$ cat config.mk
export PLATFORM = sky130hd
export DESIGN_NAME = pe_cmd_sequencer
export DESIGN_NICKNAME = d
export VERILOG_FILES = /design/src/rtl/pe_pkg.sv /design/src/rtl/pe_cmd_sequencer.sv
export SDC_FILE = /design/constraint.sdc
export NUM_CORES = 1
export LEC_CHECK = 0
export CORE_MARGIN = 2
export CORE_UTILIZATION = 44
export CTS_CLUSTER_DIAMETER = 50
export CTS_CLUSTER_SIZE = 28
export DETAILED_ROUTE_END_ITERATION = 10
export GPL_TIMING_DRIVEN = 1
export PLACE_DENSITY_LB_ADDON = 0.05
export SYNTH_ARGS = -nofsm -noshare
export SYNTH_HDL_FRONTEND = slang
export SYNTH_SLANG_ARGS = --single-unit
$ cat constraint.sdc
create_clock -name i_clk -period 2.75 [get_ports i_clk]
set_clock_uncertainty 0.15 [all_clocks]
set_input_delay 0.55 -clock i_clk [delete_from_list [all_inputs] [get_ports i_clk]]
set_output_delay 0.55 -clock i_clk [all_outputs]
set_load 0.03 [all_outputs]
$ cat src/rtl/pe_pkg.sv
// Shared definitions for the PE command sequencer: opcodes, shape widths, FSM states.
package pe_pkg;

    localparam int unsigned OP_W = 3;
    localparam int unsigned P_W  = 5;
    localparam int unsigned Q_W  = 3;
    localparam int unsigned S_W  = 4;

    localparam logic [OP_W-1:0] CMD_SET        = 3'b000;
    localparam logic [OP_W-1:0] CMD_LOAD_IFMAP = 3'b001;
    localparam logic [OP_W-1:0] CMD_LOAD_WGHT  = 3'b010;
    localparam logic [OP_W-1:0] CMD_CONV       = 3'b011;
    localparam logic [OP_W-1:0] CMD_ACC        = 3'b100;

    typedef enum logic [2:0] {
        StIdle,
        StIssSet,
        StIssLdw,
        StIssLdi,
        StIssConv,
        StIssAcc,
        StDrain
    } state_e;

    // Opcode presented while sitting in an issue state.
    function automatic logic [OP_W-1:0] state_opcode(input state_e st);
        logic [OP_W-1:0] op;
        op = CMD_SET;
        case (st)
            StIssSet:  op = CMD_SET;
            StIssLdw:  op = CMD_LOAD_WGHT;
            StIssLdi:  op = CMD_LOAD_IFMAP;
            StIssConv: op = CMD_CONV;
            StIssAcc:  op = CMD_ACC;
            default:   op = CMD_SET;
        endcase
        return op;
    endfunction

    function automatic logic is_issue_state(input state_e st);
        return (st == StIssSet) || (st == StIssLdw) || (st == StIssLdi) ||
               (st == StIssConv) || (st == StIssAcc);
    endfunction

endpackage

$ cat src/rtl/pe_cmd_sequencer.sv
// Issues the per-layer command sequence to one PE over a valid/ready opcode channel.
module pe_cmd_sequencer
    import pe_pkg::*;
#(
    parameter int unsigned ROW_W = 8
) (
    input  logic             i_clk,
    input  logic             i_rst,
    input  logic             i_start,
    input  logic [P_W-1:0]   i_layer_p,
    input  logic [Q_W-1:0]   i_layer_q,
    input  logic [S_W-1:0]   i_layer_s,
    input  logic [ROW_W-1:0] i_num_rows,
    input  logic             i_acc_en,
    input  logic             i_reuse_wght,
    input  logic             i_opcode_ready,
    output logic [OP_W-1:0]  o_opcode,
    output logic             o_opcode_valid,
    output logic [P_W-1:0]   o_layer_p,
    output logic [Q_W-1:0]   o_layer_q,
    output logic [S_W-1:0]   o_layer_s,
    output logic [ROW_W-1:0] o_row_idx,
    output logic             o_busy,
    output logic             o_done,
    output logic             o_err
);

    state_e state_q, state_d;

    logic [P_W-1:0]   p_q, p_d;
    logic [Q_W-1:0]   q_q, q_d;
    logic [S_W-1:0]   s_q, s_d;
    logic [ROW_W-1:0] rows_q, rows_d;
    logic [ROW_W-1:0] row_idx_q, row_idx_d;
    logic             acc_en_q, acc_en_d;
    logic             reuse_q, reuse_d;

    logic             valid_q, valid_d;
    logic [OP_W-1:0]  opcode_q, opcode_d;
    logic             busy_q, busy_d;
    logic             done_q, done_d;
    logic             err_q, err_d;

    logic   hs;
    logic   shape_bad;
    logic   last_row;
    state_e loop_entry;

    assign hs         = valid_q && i_opcode_ready;
    assign shape_bad  = (i_layer_p == '0) || (i_layer_q == '0) || (i_layer_s == '0);
    assign last_row   = (row_idx_q == (rows_q - ROW_W'(1)));
    // A zero-row job skips the row loop entirely and only waits for the PE to settle.
    assign loop_entry = (rows_q != '0) ? StIssLdi : StDrain;

    // State register.
    always_ff @(posedge i_clk) begin
        if (i_rst) begin
            state_q <= StIdle;
        end else begin
            state_q <= state_d;
        end
    end

    // Next-state and job-context update; context only changes on accept or row advance.
    always_comb begin
        state_d   = state_q;
        p_d       = p_q;
        q_d       = q_q;
        s_d       = s_q;
        rows_d    = rows_q;
        acc_en_d  = acc_en_q;
        reuse_d   = reuse_q;
        row_idx_d = row_idx_q;
        unique case (state_q)
            StIdle: begin
                if (i_start && !shape_bad) begin
                    p_d       = i_layer_p;
                    q_d       = i_layer_q;
                    s_d       = i_layer_s;
                    rows_d    = i_num_rows;
                    acc_en_d  = i_acc_en;
                    reuse_d   = i_reuse_wght;
                    row_idx_d = '0;
                    state_d   = StIssSet;
                end
            end
            StIssSet: begin
                if (hs) begin
                    state_d = reuse_q ? loop_entry : StIssLdw;
                end
            end
            StIssLdw: begin
                if (hs) begin
                    state_d = loop_entry;
                end
            end
            StIssLdi: begin
                if (hs) begin
                    state_d = StIssConv;
                end
            end
            StIssConv, StIssAcc: begin
                if (hs) begin
                    if ((state_q == StIssConv) && acc_en_q) begin
                        state_d = StIssAcc;
                    end else if (last_row) begin
                        state_d = StDrain;
                    end else begin
                        row_idx_d = row_idx_q + ROW_W'(1);
                        state_d   = StIssLdi;
                    end
                end
            end
            StDrain: begin
                if (i_opcode_ready) begin
                    state_d = StIdle;
                end
            end
            default: state_d = StIdle;
        endcase
    end

    // Output next values, derived from where the FSM is heading so outputs stay registered.
    always_comb begin
        valid_d  = is_issue_state(state_d);
        opcode_d = valid_d ? state_opcode(state_d) : CMD_SET;
        busy_d   = (state_d != StIdle);
        done_d   = (state_q == StDrain) && (state_d == StIdle);
        err_d    = (state_q == StIdle) && i_start && shape_bad;
    end

    // Job-context registers.
    always_ff @(posedge i_clk) begin
        if (i_rst) begin
            p_q       <= '0;
            q_q       <= '0;
            s_q       <= '0;
            rows_q    <= '0;
            acc_en_q  <= 1'b0;
            reuse_q   <= 1'b0;
            row_idx_q <= '0;
        end else begin
            p_q       <= p_d;
            q_q       <= q_d;
            s_q       <= s_d;
            rows_q    <= rows_d;
            acc_en_q  <= acc_en_d;
            reuse_q   <= reuse_d;
            row_idx_q <= row_idx_d;
        end
    end

    // Output registers.
    always_ff @(posedge i_clk) begin
        if (i_rst) begin
            valid_q  <= 1'b0;
            opcode_q <= '0;
            busy_q   <= 1'b0;
            done_q   <= 1'b0;
            err_q    <= 1'b0;
        end else begin
            valid_q  <= valid_d;
            opcode_q <= opcode_d;
            busy_q   <= busy_d;
            done_q   <= done_d;
            err_q    <= err_d;
        end
    end

    assign o_opcode       = opcode_q;
    assign o_opcode_valid = valid_q;
    assign o_layer_p      = p_q;
    assign o_layer_q      = q_q;
    assign o_layer_s      = s_q;
    assign o_row_idx      = row_idx_q;
    assign o_busy         = busy_q;
    assign o_done         = done_q;
    assign o_err          = err_q;

endmodule

* Word-level counts from Yosys, hierarchy flattened *
Index checks and enable logic that the tools add are counted.

cells by class
  divide/modulo/power cells = 0
  multipliers = 0
  magnitude comparators = 0
  reductions and logical operators = 25
  mux-type cells = 17
  add/subtract/negate cells = 2
  bitwise logic cells = 1
  equal/unequal tests = 16
  shift-type cells = 0

operators with widths
  operator             count
  $mux 8               4
  $mux 3               10
  $pmux 3 s6           1
  $pmux 8 s2           1
  $eq 3x3->1 const B   5
  $eq 3x2->1 const B   4
  $pmux 3 s4           1
  $logic_not 3->1      3
  $add 8x1->8 const B  1
  $eq 8x8->1           1
  $ne 2x2->1 const B   4
  $reduce_bool 8->1    1
  $sub 8x1->8 const B  1
  $eq 3x1->1 const B   2
  $logic_and 1x1->1    6
  $logic_or 1x1->1     6
  $logic_not 5->1      1
  $reduce_and 5->1     1
  $logic_not 4->1      1
  $reduce_or 2->1      2
  $reduce_bool 3->1    1
  $reduce_and 2->1     1
  $reduce_bool 2->1    1
  $logic_not 1->1      1
  $not 1->1            1

word-level totals
  bits in latches = 0
  flip-flop bits (word level) = 40
  bits in writable memories = 0
  ROM bits = 0
  memories = 0

* Longest topological paths before layout *
Gate-level depths: netlist of run 1.

  depth in word-level cells = 14
  mapped depth = 8
  depth with buffers taken out = 8

* Worst setup path before layout of run 1 *
No wires, ideal clock.

  path type = input -> register
  from = in i_layer_s[3]
  to = reg opcode_q[0] (netlist: o_opcode[0])
  stages = 6
  slack = 0.113 ns
  setup time = 0.123 ns
  required time = 2.477 ns
  data arrival time = 2.364 ns
  cell sequence = or4_1 -> o31ai_1 -> nor3_2 -> or4_4 -> a21oi_2 -> mux2_1

on the way
  word-level cells in the longest chain between the ends = 13

RTL lines
  element                                          RTL line                    RTL
  from (decl)                                      pe_cmd_sequencer.sv:12      input logic [S_W-1:0] i_layer_s,
  $logic_not 4->1 *                                pe_cmd_sequencer.sv:50      assign shape_bad = (i_layer_p == '0) || (i_layer_q == '0) || (i_layer_s == '0);
  $logic_or 1x1->1 *                               pe_cmd_sequencer.sv:50
  $logic_not 1->1 *                                pe_cmd_sequencer.sv:76      if (i_start && !shape_bad) begin
  $logic_and 1x1->1 *                              pe_cmd_sequencer.sv:76
  $mux 3 *                                         pe_cmd_sequencer.sv:76
  $pmux 3 s6 *                                     pe_cmd_sequencer.sv:74      unique case (state_q)
  $eq 3x1->1 / $eq 3x2->1 (equally long branches)  pe_pkg.sv:41, pe_pkg.sv:29
  $logic_or 1x1->1 (3 in series)                   pe_pkg.sv:41                return (st == StIssSet) || (st == StIssLdw) || (st == StIssLdi) ||
  $logic_or 1x1->1                                 pe_pkg.sv:42                (st == StIssConv) || (st == StIssAcc);
  $not 1->1 (no line)                              n/a
  $reduce_or 2->1 (no line)                        n/a
  to (signal assigned)                             pe_cmd_sequencer.sv:163     opcode_q <= opcode_d;
  to (decl)                                        pe_cmd_sequencer.sv:39      logic [OP_W-1:0] opcode_q, opcode_d;

Every way passes the cells marked *; elsewhere a longest branch is shown, timed or not.
A chain may end at the register's enable or synchronous reset.

* Final worst setup path of run 1 *
  from = in i_layer_p[0]
  to = reg opcode_q[0] (netlist: o_opcode[0])

on the way
  word-level cells in the longest chain between the ends = 14

RTL lines
  element                                          RTL line                    RTL
  from (decl)                                      pe_cmd_sequencer.sv:10      input logic [P_W-1:0] i_layer_p,
  $logic_not 5->1 *                                pe_cmd_sequencer.sv:50
  $logic_or 1x1->1 * (2 in series)                 pe_cmd_sequencer.sv:50
  $logic_not 1->1 *                                pe_cmd_sequencer.sv:76
  $logic_and 1x1->1 *                              pe_cmd_sequencer.sv:76
  $mux 3 *                                         pe_cmd_sequencer.sv:76
  $pmux 3 s6 *                                     pe_cmd_sequencer.sv:74
  $eq 3x1->1 / $eq 3x2->1 (equally long branches)  pe_pkg.sv:41, pe_pkg.sv:29
  $logic_or 1x1->1 (3 in series)                   pe_pkg.sv:41
  $logic_or 1x1->1                                 pe_pkg.sv:42
  $not 1->1 (no line)                              n/a
  $reduce_or 2->1 (no line)                        n/a

Marked as above.

==> results.env, run 1 <==
PERIOD_NEEDED_NS=2.68
CTS_SINKS=40
EFFECTIVE_UTILIZATION_AT_FLOORPLAN_PCT=45.9
ASYNC_SET_RESET_FLOP_SHARE_OUT_OF_SYNTHESIS_PCT=0
FRACTION_OF_POWER_CONSUMED_BY_COMBINATIONAL_CELLS_PCT=27.2
OUTCOME='completed'
DRV_CAP=0
CRITICAL_PATH_CLASS='input port to flop'
FINALSETUPTNS_NS=0
FINAL_CRITICAL_PATH_SETUP_SLACK_NS=0.0681
VIA_COUNT_OF_THE_FIRST_GLOBAL_ROUTING_PASS=1903
DRT.ANTENNA.VIOLATING_NETS=0
FLOORPLAN.DIE.HEIGHT_UM=71.7
FP.COREAREA_UM2=4380
DESIGN.PORTCOUNT=53
SETUP_VIOL=0
NNETSFINAL=341
GRT_SETUP_UNREPAIRED='false'
MOST_USED_DFF_POST_SYNTH='sky130_fd_sc_hd__dfxtp_1'
WORSTPATHMAXFANOUT=2
DETAILEDROUTE.FIRSTITERATIONVIOLATIONS=145
CRITPATHREQUIREDTIME_NS=2.78
SYNTH.FF_LATCH_COUNT=40
SETUP.REG_TO_REG.WORST_SLACK_NS=0.11
YS.WARNINGS.COUNT=0
ENDPOINT_KIND='flop'
FP.DIEAREA_UM2=5140
SYN-MEAN-INSTANCE-AREA_UM2=8.09
CLKPWRFRAC_PCT=30.3
MAXIMUM_NUMBER_OF_PINS_ON_ONE_NET_BEFORE_GLOBAL_ROUTE_REPAIR=24
STATIC-LEAKAGE-POWER_nW=1.01
WL_PER_CELL_UM=13.0
SYNTHESIS.NETS=277
INSERTION_DELAY_NS=0.29
AREA_OVERHEAD_VS_SYNTH_PCT=40.6
SEQ_AREA_FRAC_SYNTH_PCT=39.8
GRT.OVERFLOW.TOTAL=0
GATE_COUNT_OF_THE_MAPPED_NETLIST=249
PLACE.DETAILED.INSTANCES=357
TIMING_STARTPOINT_OF_THE_CRITICAL_PATH='i_layer_p[0]'
ACHIEVABLE-FREQUENCY_MHz=373
IR_DROP_mV=0.328
WORST_HOLD_PATH_EP='o_layer_p[3]'
NETSWITCHINGPOWER_uW=456
N_ANTENNA_CELL=0
TIMING.REG2REG.WORST_PATH_DEPTH=8
NETSWITCHINGFRACTION_PCT=29.5
GLOBALPLACE.CONGESTION=0.860
SYNTH_TOP_AREA_CELLS='sky130_fd_sc_hd__dfxtp_1 40%, sky130_fd_sc_hd__nand2_1 10%, sky130_fd_sc_hd__a21oi_1 8.9%'
SYNTH_TOP_AREA_SHARE_PCT=39.8
ANTENNA_FOUND_INITIAL=0
MOSTFREQUENTLAYOUTCELLS='55 x sky130_fd_sc_hd__nand2_1, 52 x sky130_fd_sc_hd__clkdlybuf4s50_1, 40 x sky130_fd_sc_hd__dfxtp_1'
NUM_VIAS=1982
LAYOUT.CELLS.NON_FILLER=366
MIN_PERIOD_OVER_PERIOD_PCT=97.5
ARRIVAL_NS=2.71
NETLIST.TOP_CELL.BY_AREA='sky130_fd_sc_hd__dfxtp_1'
CTS_TREE='built'
DETAILEDROUTE.FIRSTPASSITERATIONCOUNT=4
LAYOUT.CELLS.MOST_COMMON='sky130_fd_sc_hd__nand2_1'
CTS_HOLD_REPAIR.BUFFERS=0
NUMBER_OF_STAGES_ON_THE_WORST_HOLD_PATH=2
GRT_PASS1_WL_UM=8150
NUMBER_OF_ENABLE_TYPE_REGISTER_CELLS_IN_THE_SYNTHESIZED_NETLIST=0
CRIT-REG2REG-LAUNCH='rows_q[0]'
SYNTHESIS.AREA_UM2=2010
WORSTREG2REGEND='o_opcode[0]'
GROUTE.USAGE.OVERALL_PCT=19.9
CTS-HTREE-LEVELS=2
DIE_X_EXTENT_UM=71.7
PLACEMENT.IO_BUFFERS=52
WORST_SETUP_PATH_START_KIND='input port'
WORSTHOLDSTART='o_layer_p[3]'
SEQUENTIAL_CELL_FRACTION_OF_TOTAL_POWER_PCT=42.5
FINALHOLDVIOLCOUNT=0
POST-DP-HPWL_UM=3570
FINAL_CORE_UTIL_PCT=64.6
FLOORPLAN.ROWS=24
DETAIL_ROUTE.VIAS_PER_CELL=5.42
DRT_WL_TOTAL_UM=4770
PRECTSSETUPSLACK_NS=-0.309
POWER_DENSITY_CELLS_nW_PER_UM2=547
CLOCK_TREE.BUFFER_DEPTH=2
NUM_CTS_BUFFERS=5
SLEW_VIOL_FINAL=0
CLK_TRANSITION_REPORTED_PATHS_NS=0.07
HOLDCRITPATHCLASS='flop to flop'
WORSTMARGINPINSLEW_NS=0.461
ROUTE.DETAILED.DRC=0
SLEW_HEADROOM_PCT=69.0
DRIVE_ABOVE_1_SHARE_PCT=14.0
CTS-ROOT-BUF='sky130_fd_sc_hd__clkbuf_8'
CELL_INTERNAL_PWR_mW=1.09
YS_TYPES=51
routing by layer:
metal | vias up | share of wire [%] | global-route usage [%]
met5 | - | 0 | 0
met4 | 0 | 2.2 | 9.64
met3 | 9 | 5.6 | 5.49
met2 | 52 | 46 | 32.4
met1 | 899 | 46 | 24.3
li1 | 1022 | - | -
synthesized netlist by cell type, types with 4 or more instances:
| library cell | count |
|---|---|
| sky130_fd_sc_hd__a21oi_1 | 36 |
| sky130_fd_sc_hd__clkbuf_1 | 11 |
| sky130_fd_sc_hd__dfxtp_1 | 40 |
| sky130_fd_sc_hd__inv_1 | 6 |
| sky130_fd_sc_hd__nand2_1 | 55 |
| sky130_fd_sc_hd__nand2b_1 | 4 |
| sky130_fd_sc_hd__nand3_1 | 5 |
| sky130_fd_sc_hd__nor2_1 | 8 |
| sky130_fd_sc_hd__nor3_1 | 8 |
| sky130_fd_sc_hd__o21ai_0 | 6 |
| sky130_fd_sc_hd__o31ai_1 | 5 |
| sky130_fd_sc_hd__or3_1 | 8 |
| sky130_fd_sc_hd__or4_1 | 4 |
| sky130_fd_sc_hd__xnor2_1 | 5 |
cell families after synthesis:
group | count (synthesis) | synth area share [%]
compound gates | 66 | 21.4
fa+ha+maj | 2 | 1.24
mux | 2 | 1.06
xor+xnor | 9 | 4.78
simple gates | 111 | 28.1
flops | 40 | 39.8
buf+inv | 19 | 3.66
critical path, stage by stage:
cell	delay, ns
sky130_fd_sc_hd__clkdlybuf4s50_1	0.42
sky130_fd_sc_hd__or4_4	0.55
sky130_fd_sc_hd__nor2_4	0.13
sky130_fd_sc_hd__nor3_2	0.06
sky130_fd_sc_hd__or4_4	0.51
sky130_fd_sc_hd__a21oi_4	0.14
sky130_fd_sc_hd__mux2_1	0.34
how the worst max path moves through the flow:
stage	end	slack (ns)	cells past startpoint
finish	o_opcode[0]	0.07	7
detailed placement	o_opcode[0]	-0.31	7
CTS	o_opcode[0]	0.007	7
global placement	o_opcode[0]	-0.25	7
global route	o_opcode[0]	0.01	8
floorplan	o_opcode[0]	0.11	6
sequential cells by signal, indices dropped and copies added, names as in the netlist:
signal	count
o_done	1
o_err	1
state_q	3
o_opcode	3
o_busy	1
o_layer_q	3
reuse_q	1
o_opcode_valid	1
rows_q	8
o_layer_s	4
acc_en_q	1
o_row_idx	8
o_layer_p	5
metrics by stage:
step                area, um^2  total power, mW  hold WS (ns)
detailed placement        2680             1.08         0.298
floorplan                 2010            0.919         0.300
finish                    2830             1.55         0.303
global placement          2680             1.08         0.293
CTS                       2780             1.55         0.308
global route              2830             1.63         0.331
layout make-up:
type	count	area [um^2]
Timing Repair Buffer	70	656
Clock inverter	2	35.0
Sequential cell	40	801
Inverter	6	22.5
Tap cell	52	65.1
Clock buffer	6	72.6
Multi-Input combinational cell	190	1180
Fill cell	385	1550
power by group through the flow:
stage | Combinational [mW] | Clock, mW | Sequential (mW)
after floorplan | 0.221 | 0 | 0.699
after global placement | 0.407 | 0 | 0.669
after detailed placement | 0.411 | 0 | 0.670
after CTS | 0.413 | 0.480 | 0.656
after global routing | 0.459 | 0.503 | 0.664
final | 0.421 | 0.469 | 0.657
repair_timing:
action | 4_1_cts | 5_1_grt
endpoints found under the setup margin | 0 | 1
gates resized for setup | 0 | 8
setup buffers | 0 | 1
(Power assumes the default switching activity.)
==> run 2, diff against run 1 <==
--- a/config.mk
+++ b/config.mk
@@ -12,6 +12,7 @@
 export DETAILED_ROUTE_END_ITERATION = 10
 export GPL_TIMING_DRIVEN = 1
 export PLACE_DENSITY_LB_ADDON = 0.05
+export SETUP_SLACK_MARGIN = 0.5
 export SYNTH_ARGS = -nofsm -noshare
 export SYNTH_HDL_FRONTEND = slang
 export SYNTH_SLANG_ARGS = --single-unit
==> results.env, run 2 (synthesis gave the netlist of run 1 again) <==
INSERTION_DELAY_NS=0.30  # was 0.29 ns
ENDPOINT_KIND='flop'  # unchanged
WORSTHOLDSTART='o_layer_q[1]'  # was o_layer_p[3]
CTS-ROOT-BUF='sky130_fd_sc_hd__clkbuf_8'  # unchanged
FLOORPLAN.DIE.HEIGHT_UM=71.7  # unchanged
WORSTMARGINPINSLEW_NS=0.450  # was 0.461 ns
NFILLCELLS=380  # was 385
GRT_SETUP_UNREPAIRED='true'  # was false
GLOBALPLACE.CONGESTION=0.841  # was 0.860
CRITICAL_PATH_CLASS='input port to flop'  # unchanged
HOLDCRITPATHCLASS='flop to flop'  # unchanged
POST-DP-HPWL_UM=3820  # was 3570 um
DETAIL_ROUTE.VIAS_PER_CELL=5.49  # was 5.42
DETAILEDROUTE.FIRSTITERATIONVIOLATIONS=85  # was 145
WL_PER_CELL_UM=14.7  # was 13.0 um
CRIT-REG2REG-LAUNCH='rows_q[0]'  # unchanged
MIN_PERIOD_OVER_PERIOD_PCT=88.9  # was 97.5%
TIMING.REG2REG.WORST_PATH_DEPTH=8  # unchanged
SEQ_AREA_UM2=805  # was 801 um^2
DRT.ANTENNA.VIOLATING_NETS=0  # unchanged
DRIVE_ABOVE_1_SHARE_PCT=24.0  # was 14.0%
CRITPATHREQUIREDTIME_NS=2.79  # was 2.78 ns
PRECTSSETUPSLACK_NS=-0.232  # was -0.309 ns
GRT_PASS1_WL_UM=9230  # was 8150 um
MOSTFREQUENTLAYOUTCELLS='54 x sky130_fd_sc_hd__nand2_1, 37 x sky130_fd_sc_hd__dfxtp_1, 36 x sky130_fd_sc_hd__clkdlybuf4s50_1'  # was 55 x sky130_fd_sc_hd__nand2_1, 52 x sky130_fd_sc_hd__clkdlybuf4s50_1, 40 x sky130_fd_sc_hd__dfxtp_1
FINAL_CRITICAL_PATH_SETUP_SLACK_NS=0.306  # was 0.0681 ns
VIA_COUNT_OF_THE_FIRST_GLOBAL_ROUTING_PASS=1960  # was 1903
ARRIVAL_NS=2.49  # was 2.71 ns
SLEW_HEADROOM_PCT=69.9  # was 69.0%
DRT_WL_TOTAL_UM=5550  # was 4770 um
CLK_TRANSITION_REPORTED_PATHS_NS=0.08  # was 0.07 ns
DRV_CAP=0  # unchanged
NNETSFINAL=352  # was 341
GRT.OVERFLOW.TOTAL=0  # unchanged
PLACE.DETAILED.INSTANCES=362  # was 357
SETUP.REG_TO_REG.WORST_SLACK_NS=0.31  # was 0.11 ns
PLACEMENT.IO_BUFFERS=52  # unchanged
GROUTE.USAGE.OVERALL_PCT=22.8  # was 19.9%
SETUP_VIOL=0  # unchanged
LAYOUT.CELLS.NON_FILLER=377  # was 366
LAYOUT.CELLS.MOST_COMMON='sky130_fd_sc_hd__nand2_1'  # unchanged
STATIC-LEAKAGE-POWER_nW=1.18  # was 1.01 nW
WORSTPATHMAXFANOUT=2  # unchanged
MULTIINPUTGATEAREA_UM2=1340  # was 1180 um^2
FINALHOLDVIOLCOUNT=0  # unchanged
P_TOTAL_mW=1.64  # was 1.55 mW
FINAL_CORE_UTIL_PCT=70.5  # was 64.6%
FP.DIEAREA_UM2=5140  # unchanged
CLOCK_TREE.BUFFER_DEPTH=2  # unchanged
WORST_HOLD_PATH_EP='o_layer_q[1]'  # was o_layer_p[3]
ROUTE.DETAILED.DRC=0  # unchanged
IR_DROP_mV=0.296  # was 0.328 mV
DESIGN.PORTCOUNT=53  # unchanged
ANTENNA_FOUND_INITIAL=0  # unchanged
WORSTREG2REGEND='o_opcode[0]'  # unchanged
CTS_TREE='built'  # unchanged
MAXIMUM_NUMBER_OF_PINS_ON_ONE_NET_BEFORE_GLOBAL_ROUTE_REPAIR=34  # was 24
POWER_DENSITY_CELLS_nW_PER_UM2=532  # was 547 nW/um^2
FP.COREAREA_UM2=4380  # unchanged
FLOORPLAN.ROWS=24  # unchanged
EFFECTIVE_UTILIZATION_AT_FLOORPLAN_PCT=45.9  # unchanged
CTS_HOLD_REPAIR.BUFFERS=0  # unchanged
NUM_VIAS=2070  # was 1982
AREA_OVERHEAD_VS_SYNTH_PCT=53.4  # was 40.6%
DETAILEDROUTE.FIRSTPASSITERATIONCOUNT=4  # unchanged
CTS_SINKS=40  # unchanged
PERIOD_NEEDED_NS=2.44  # was 2.68 ns
OUTCOME='completed'  # unchanged
WORST_SETUP_PATH_START_KIND='input port'  # unchanged
SLEW_VIOL_FINAL=0  # unchanged
NUMBER_OF_STAGES_ON_THE_WORST_HOLD_PATH=2  # unchanged
CTS-HTREE-LEVELS=2  # unchanged
NUM_CTS_BUFFERS=5  # unchanged
DIE_X_EXTENT_UM=71.7  # unchanged
ACHIEVABLE-FREQUENCY_MHz=409  # was 373 MHz
N_ANTENNA_CELL=0  # unchanged
run 2: cell count changes in the layout (fill, tap and decap cells not counted), moves of 3 or more:
| cell | previous run | this run |
|---|---|---|
| sky130_fd_sc_hd__dfxtp_1 | 40 | 37 |
| sky130_fd_sc_hd__nor4_4 | 0 | 4 |
| sky130_fd_sc_hd__or3_1 | 8 | 5 |
| sky130_fd_sc_hd__buf_4 | 18 | 25 |
| sky130_fd_sc_hd__dfxtp_2 | 0 | 3 |
| sky130_fd_sc_hd__buf_6 | 0 | 4 |
| sky130_fd_sc_hd__clkdlybuf4s50_1 | 52 | 36 |
| sky130_fd_sc_hd__dlygate4sd2_1 | 0 | 10 |
| sky130_fd_sc_hd__dlymetal6s2s_1 | 0 | 4 |
| sky130_fd_sc_hd__or3_4 | 0 | 4 |
run 2: per-stage QoR:
stage,hold WS (ns),instance area (um^2),TNS [ns]
global route,0.336,3090,0
global placement,0.291,2760,-0.614
finish,0.308,3090,0
floorplan,0.300,2060,0
detailed placement,0.300,2760,-1.06
CTS,0.313,2980,0
run 2: layer usage:
metal	track usage [%]	wire [um]	up-vias
met2	36.8	2630	59
li1	-	-	1042
met3	7.03	346	10
met4	6.92	106	0
met5	0	0	-
met1	29.3	2460	959
run 2: worst max-delay path by stage:
stage / from / endpoint / slack, ns
after floorplan: i_layer_p[0] / o_opcode[0] / 0.19
after global placement: i_layer_p[0] / o_opcode[0] / -0.20
after detailed placement: i_layer_p[0] / o_opcode[0] / -0.23
after CTS: rows_q[0] / o_opcode[0] / 0.25
after global routing: rows_q[0] / o_opcode[0] / 0.27
final: i_layer_s[2] / o_opcode[0] / 0.31
run 2: where the power goes:
group / switching [mW] / leakage (nW) / internal, mW / total, mW
Clock: 0.209 / 0.0552 / 0.269 / 0.478
Sequential: 0.0431 / 0.327 / 0.619 / 0.662
Combinational: 0.257 / 0.802 / 0.247 / 0.504
Total: 0.509 / 1.18 / 1.14 / 1.64
run 2: timing repair:
item,4_1_cts,5_1_grt
pin swaps,18,7
resized for setup,29,26
endpoints found under the setup margin,38,20
buffers inserted,6,1
run 2: cell type report:
cell class,count,share of cell area (%)
timing repair buffer,81,24.3
clock inverter,2,1.13
multi-input combinational,190,43.4
sequential,40,26.0
tap,52,2.11
clock buffer,6,2.35
inverter,6,0.729
run 2: worst max-delay path: stages:
cell                            delay (ns)
sky130_fd_sc_hd__dlygate4sd2_1        0.24
sky130_fd_sc_hd__or4_4                0.55
sky130_fd_sc_hd__o31ai_4              0.09
sky130_fd_sc_hd__nor3_4               0.08
sky130_fd_sc_hd__or4_4                0.52
sky130_fd_sc_hd__a21oi_4              0.15
sky130_fd_sc_hd__mux2_4               0.31
==> run 3, diff against run 2 <==
--- a/config.mk
+++ b/config.mk
@@ -5,6 +5,7 @@
 export SDC_FILE = /design/constraint.sdc
 export NUM_CORES = 1
 export LEC_CHECK = 0
+export CAP_MARGIN = 30
 export CORE_MARGIN = 2
 export CORE_UTILIZATION = 44
 export CTS_CLUSTER_DIAMETER = 50
@@ -13,6 +14,7 @@
 export GPL_TIMING_DRIVEN = 1
 export PLACE_DENSITY_LB_ADDON = 0.05
 export SETUP_SLACK_MARGIN = 0.5
+export SKIP_CTS_REPAIR_TIMING = 1
 export SYNTH_ARGS = -nofsm -noshare
 export SYNTH_HDL_FRONTEND = slang
 export SYNTH_SLANG_ARGS = --single-unit
==> results.env, run 3 (synthesis gave the netlist of run 1 again) <==
AREA_OVERHEAD_VS_SYNTH_PCT=54.2  # was 53.4%
GROUTE.USAGE.OVERALL_PCT=21.7  # was 22.8%
DIE_X_EXTENT_UM=71.7  # unchanged
P_TOTAL_mW=1.63  # was 1.64 mW
LAYOUT.CELLS.MOST_COMMON='sky130_fd_sc_hd__nand2_1'  # unchanged
GRT_SETUP_UNREPAIRED='true'  # unchanged
MET1_LENGTH_UM=2540  # was 2460 um
CLOCK_TREE.BUFFER_DEPTH=2  # unchanged
PLACEMENT.IO_BUFFERS=52  # unchanged
NNETSFINAL=351  # was 352
FINALHOLDVIOLCOUNT=0  # unchanged
NETSWITCHINGFRACTION_PCT=31.0  # was 30.9%
FINAL_CORE_UTIL_PCT=70.8  # was 70.5%
FRACTION_OF_POWER_CONSUMED_BY_COMBINATIONAL_CELLS_PCT=30.0  # was 30.7%
FP.COREAREA_UM2=4380  # unchanged
CTS_SINKS=40  # unchanged
VIA_COUNT_OF_THE_FIRST_GLOBAL_ROUTING_PASS=1910  # was 1960
DRT.ANTENNA.VIOLATING_NETS=0  # unchanged
WORSTMARGINPINSLEW_NS=0.489  # was 0.450 ns
GLOBALPLACE.CONGESTION=0.841  # unchanged
DRT_WL_TOTAL_UM=5630  # was 5550 um
TIMING.REG2REG.WORST_PATH_DEPTH=9  # was 8
ROUTE.DETAILED.DRC=0  # unchanged
MULTIINPUTGATEAREA_UM2=1330  # was 1340 um^2
EFFECTIVE_UTILIZATION_AT_FLOORPLAN_PCT=45.9  # unchanged
CRITICAL-PATH-TOP-DELAY-FAMILY='simple AND/OR/NAND/NOR gates'  # unchanged
GRT_PASS1_WL_UM=8780  # was 9230 um
DRV_CAP=0  # unchanged
DR.MAX_LAYER_USED='met4'  # unchanged
SLEW_VIOL_FINAL=0  # unchanged
INSERTION_DELAY_NS=0.30  # about the same
NETSWITCHINGPOWER_uW=506  # was 509 uW
STATIC-LEAKAGE-POWER_nW=1.25  # was 1.18 nW
OUTCOME='completed'  # unchanged
CRITPATHREQUIREDTIME_NS=2.79  # about the same
NFILLCELLS=373  # was 380
NUM_CTS_BUFFERS=5  # unchanged
ENDPOINT_KIND='flop'  # unchanged
DETAILEDROUTE.FIRSTPASSITERATIONCOUNT=4  # unchanged
CLK_TRANSITION_REPORTED_PATHS_NS=0.08  # about the same
CELL_INTERNAL_PWR_mW=1.13  # was 1.14 mW
CLKPWRFRAC_PCT=29.5  # was 29.1%
ACHIEVABLE-FREQUENCY_MHz=403  # was 409 MHz
FINALSETUPTNS_NS=0  # unchanged
PERIOD_NEEDED_NS=2.48  # was 2.44 ns
WORST_SETUP_PATH_START_KIND='flop'  # was input port
DRIVE_ABOVE_1_SHARE_PCT=24.1  # was 24.0%
HOLDCRITPATHCLASS='flop to flop'  # unchanged
MOSTFREQUENTLAYOUTCELLS='55 x sky130_fd_sc_hd__nand2_1, 37 x sky130_fd_sc_hd__dfxtp_1, 37 x sky130_fd_sc_hd__clkdlybuf4s50_1'  # was 54 x sky130_fd_sc_hd__nand2_1, 37 x sky130_fd_sc_hd__dfxtp_1, 36 x sky130_fd_sc_hd__clkdlybuf4s50_1
N_ANTENNA_CELL=0  # unchanged
PRECTSSETUPSLACK_NS=-0.232  # unchanged
SEQ_AREA_UM2=805  # unchanged
GRT.OVERFLOW.TOTAL=0  # unchanged
FINAL_CRITICAL_PATH_SETUP_SLACK_NS=0.271  # was 0.306 ns
SLEW_HEADROOM_PCT=67.1  # was 69.9%
CRIT_TOP_CELL='sky130_fd_sc_hd__buf_4'  # was sky130_fd_sc_hd__or4_4
CTS-ROOT-BUF='sky130_fd_sc_hd__clkbuf_8'  # unchanged
POST_ROUTE_CELL_AREA_UM2=3110  # was 3090 um^2
CPPEAKSTAGEDELAY_NS=0.43  # was 0.55 ns
CRITICAL_PATH_CLASS='flop to flop'  # was input port to flop
LIST_OF_CELLS_TRAVERSED_BY_THE_CRITICAL_PATH='inv_2 -> ha_4 -> buf_4 -> buf_4 -> nor3b_1 -> a221o_1 -> or3_4 -> a21oi_4 -> mux2_4'  # was dlygate4sd2_1 -> or4_4 -> o31ai_4 -> nor3_4 -> or4_4 -> a21oi_4 -> mux2_4
CRITICAL_PATH.SLOWEST_CELL='sky130_fd_sc_hd__or3_4'  # was sky130_fd_sc_hd__or4_4
POWER_DENSITY_CELLS_nW_PER_UM2=526  # was 532 nW/um^2
WL_PER_CELL_UM=15.0  # was 14.7 um
SEQUENTIAL_CELL_FRACTION_OF_TOTAL_POWER_PCT=40.5  # was 40.3%
CTS-HTREE-LEVELS=2  # unchanged
MET3ROUTEDLENGTH_UM=332  # was 346 um
SETUP_VIOL=0  # unchanged
FLOORPLAN.DIE.HEIGHT_UM=71.7  # unchanged
MET2_LENGTH_UM=2640  # was 2630 um
CRITICAL_PATH_BUF_INV_COUNT=3  # was 1
FP.DIEAREA_UM2=5140  # unchanged
MAXIMUM_NUMBER_OF_PINS_ON_ONE_NET_BEFORE_GLOBAL_ROUTE_REPAIR=34  # unchanged
WORSTSETUPPATHDEPTH=9  # was 7
DETAILEDROUTE.FIRSTITERATIONVIOLATIONS=106  # was 85
IR_DROP_mV=0.322  # was 0.296 mV
ARRIVAL_NS=2.52  # was 2.49 ns
ANTENNA_FOUND_INITIAL=0  # unchanged
POST-DP-HPWL_UM=3820  # unchanged
FLOORPLAN.ROWS=24  # unchanged
DETAIL_ROUTE.VIAS_PER_CELL=5.41  # was 5.49
NUM_VIAS=2034  # was 2070
DESIGN.PORTCOUNT=53  # unchanged
PLACED_CELL_AREA_UM2=2760  # unchanged
NUMBER_OF_STAGES_ON_THE_WORST_HOLD_PATH=2  # unchanged
WORSTPATHMAXFANOUT=3  # was 2
MIN_PERIOD_OVER_PERIOD_PCT=90.1  # was 88.9%
CTS_TREE='built'  # unchanged
-- run 3: cell types whose count changed in the layout (fill, tap and decap cells not counted), sizes merged --
cell / before / now
dlymetal6s2s: 4 / 15
clkdlybuf4s15: 2 / 0
dlygate4sd2: 10 / 0
buf: 29 / 28
clkdlybuf4s50: 36 / 37
-- run 3: worst reg2reg max path, cell delays in order, from the launching register on --
cell and delay (ns):
sky130_fd_sc_hd__dfxtp_2 0.36, sky130_fd_sc_hd__inv_2 0.05, sky130_fd_sc_hd__ha_4 0.15, sky130_fd_sc_hd__buf_4 0.12, sky130_fd_sc_hd__buf_4 0.12, sky130_fd_sc_hd__nor3b_1 0.15
sky130_fd_sc_hd__a221o_1 0.34, sky130_fd_sc_hd__or3_4 0.43, sky130_fd_sc_hd__a21oi_4 0.19, sky130_fd_sc_hd__mux2_4 0.31
-- run 3: metal layers --
layer	vias up	GRT usage (%)
met5	-	0
met4	0	7.55
met3	12	7.03
met2	54	34.1
met1	932	28.2
li1	1036	-
-- run 3: final timing paths --
check	startpoint	end	slack (ns)
hold reg to reg	o_layer_q[1]	o_layer_q[1]	0.31
setup / recovery	rows_q[0]	o_opcode[0]	0.27
setup reg to reg	rows_q[0]	o_opcode[0]	0.27
hold / removal	o_layer_q[1]	o_layer_q[1]	0.31
-- run 3: metrics by stage --
step / std cells / hold slack (ns)
finish: 376 / 0.309
global route: 376 / 0.336
CTS: 370 / 0.313
detailed placement: 362 / 0.300
global placement: 362 / 0.291
floorplan: 249 / 0.300
-- run 3: final cells by class --
cell class,instances,share of cell area [%]
multi-input combinational,190,42.7
timing repair buffer,80,25.1
tap,52,2.10
sequential,40,25.9
clock buffer,6,2.34
clock inverter,2,1.13
inverter,6,0.725
-- run 3: power by group through the flow --
stage,Clock (mW),Sequential [mW],Combinational (mW)
floorplan,0,0.699,0.232
global placement,0,0.670,0.427
detailed placement,0,0.671,0.431
CTS,0.489,0.658,0.434
global route,0.510,0.668,0.533
finish,0.482,0.662,0.491
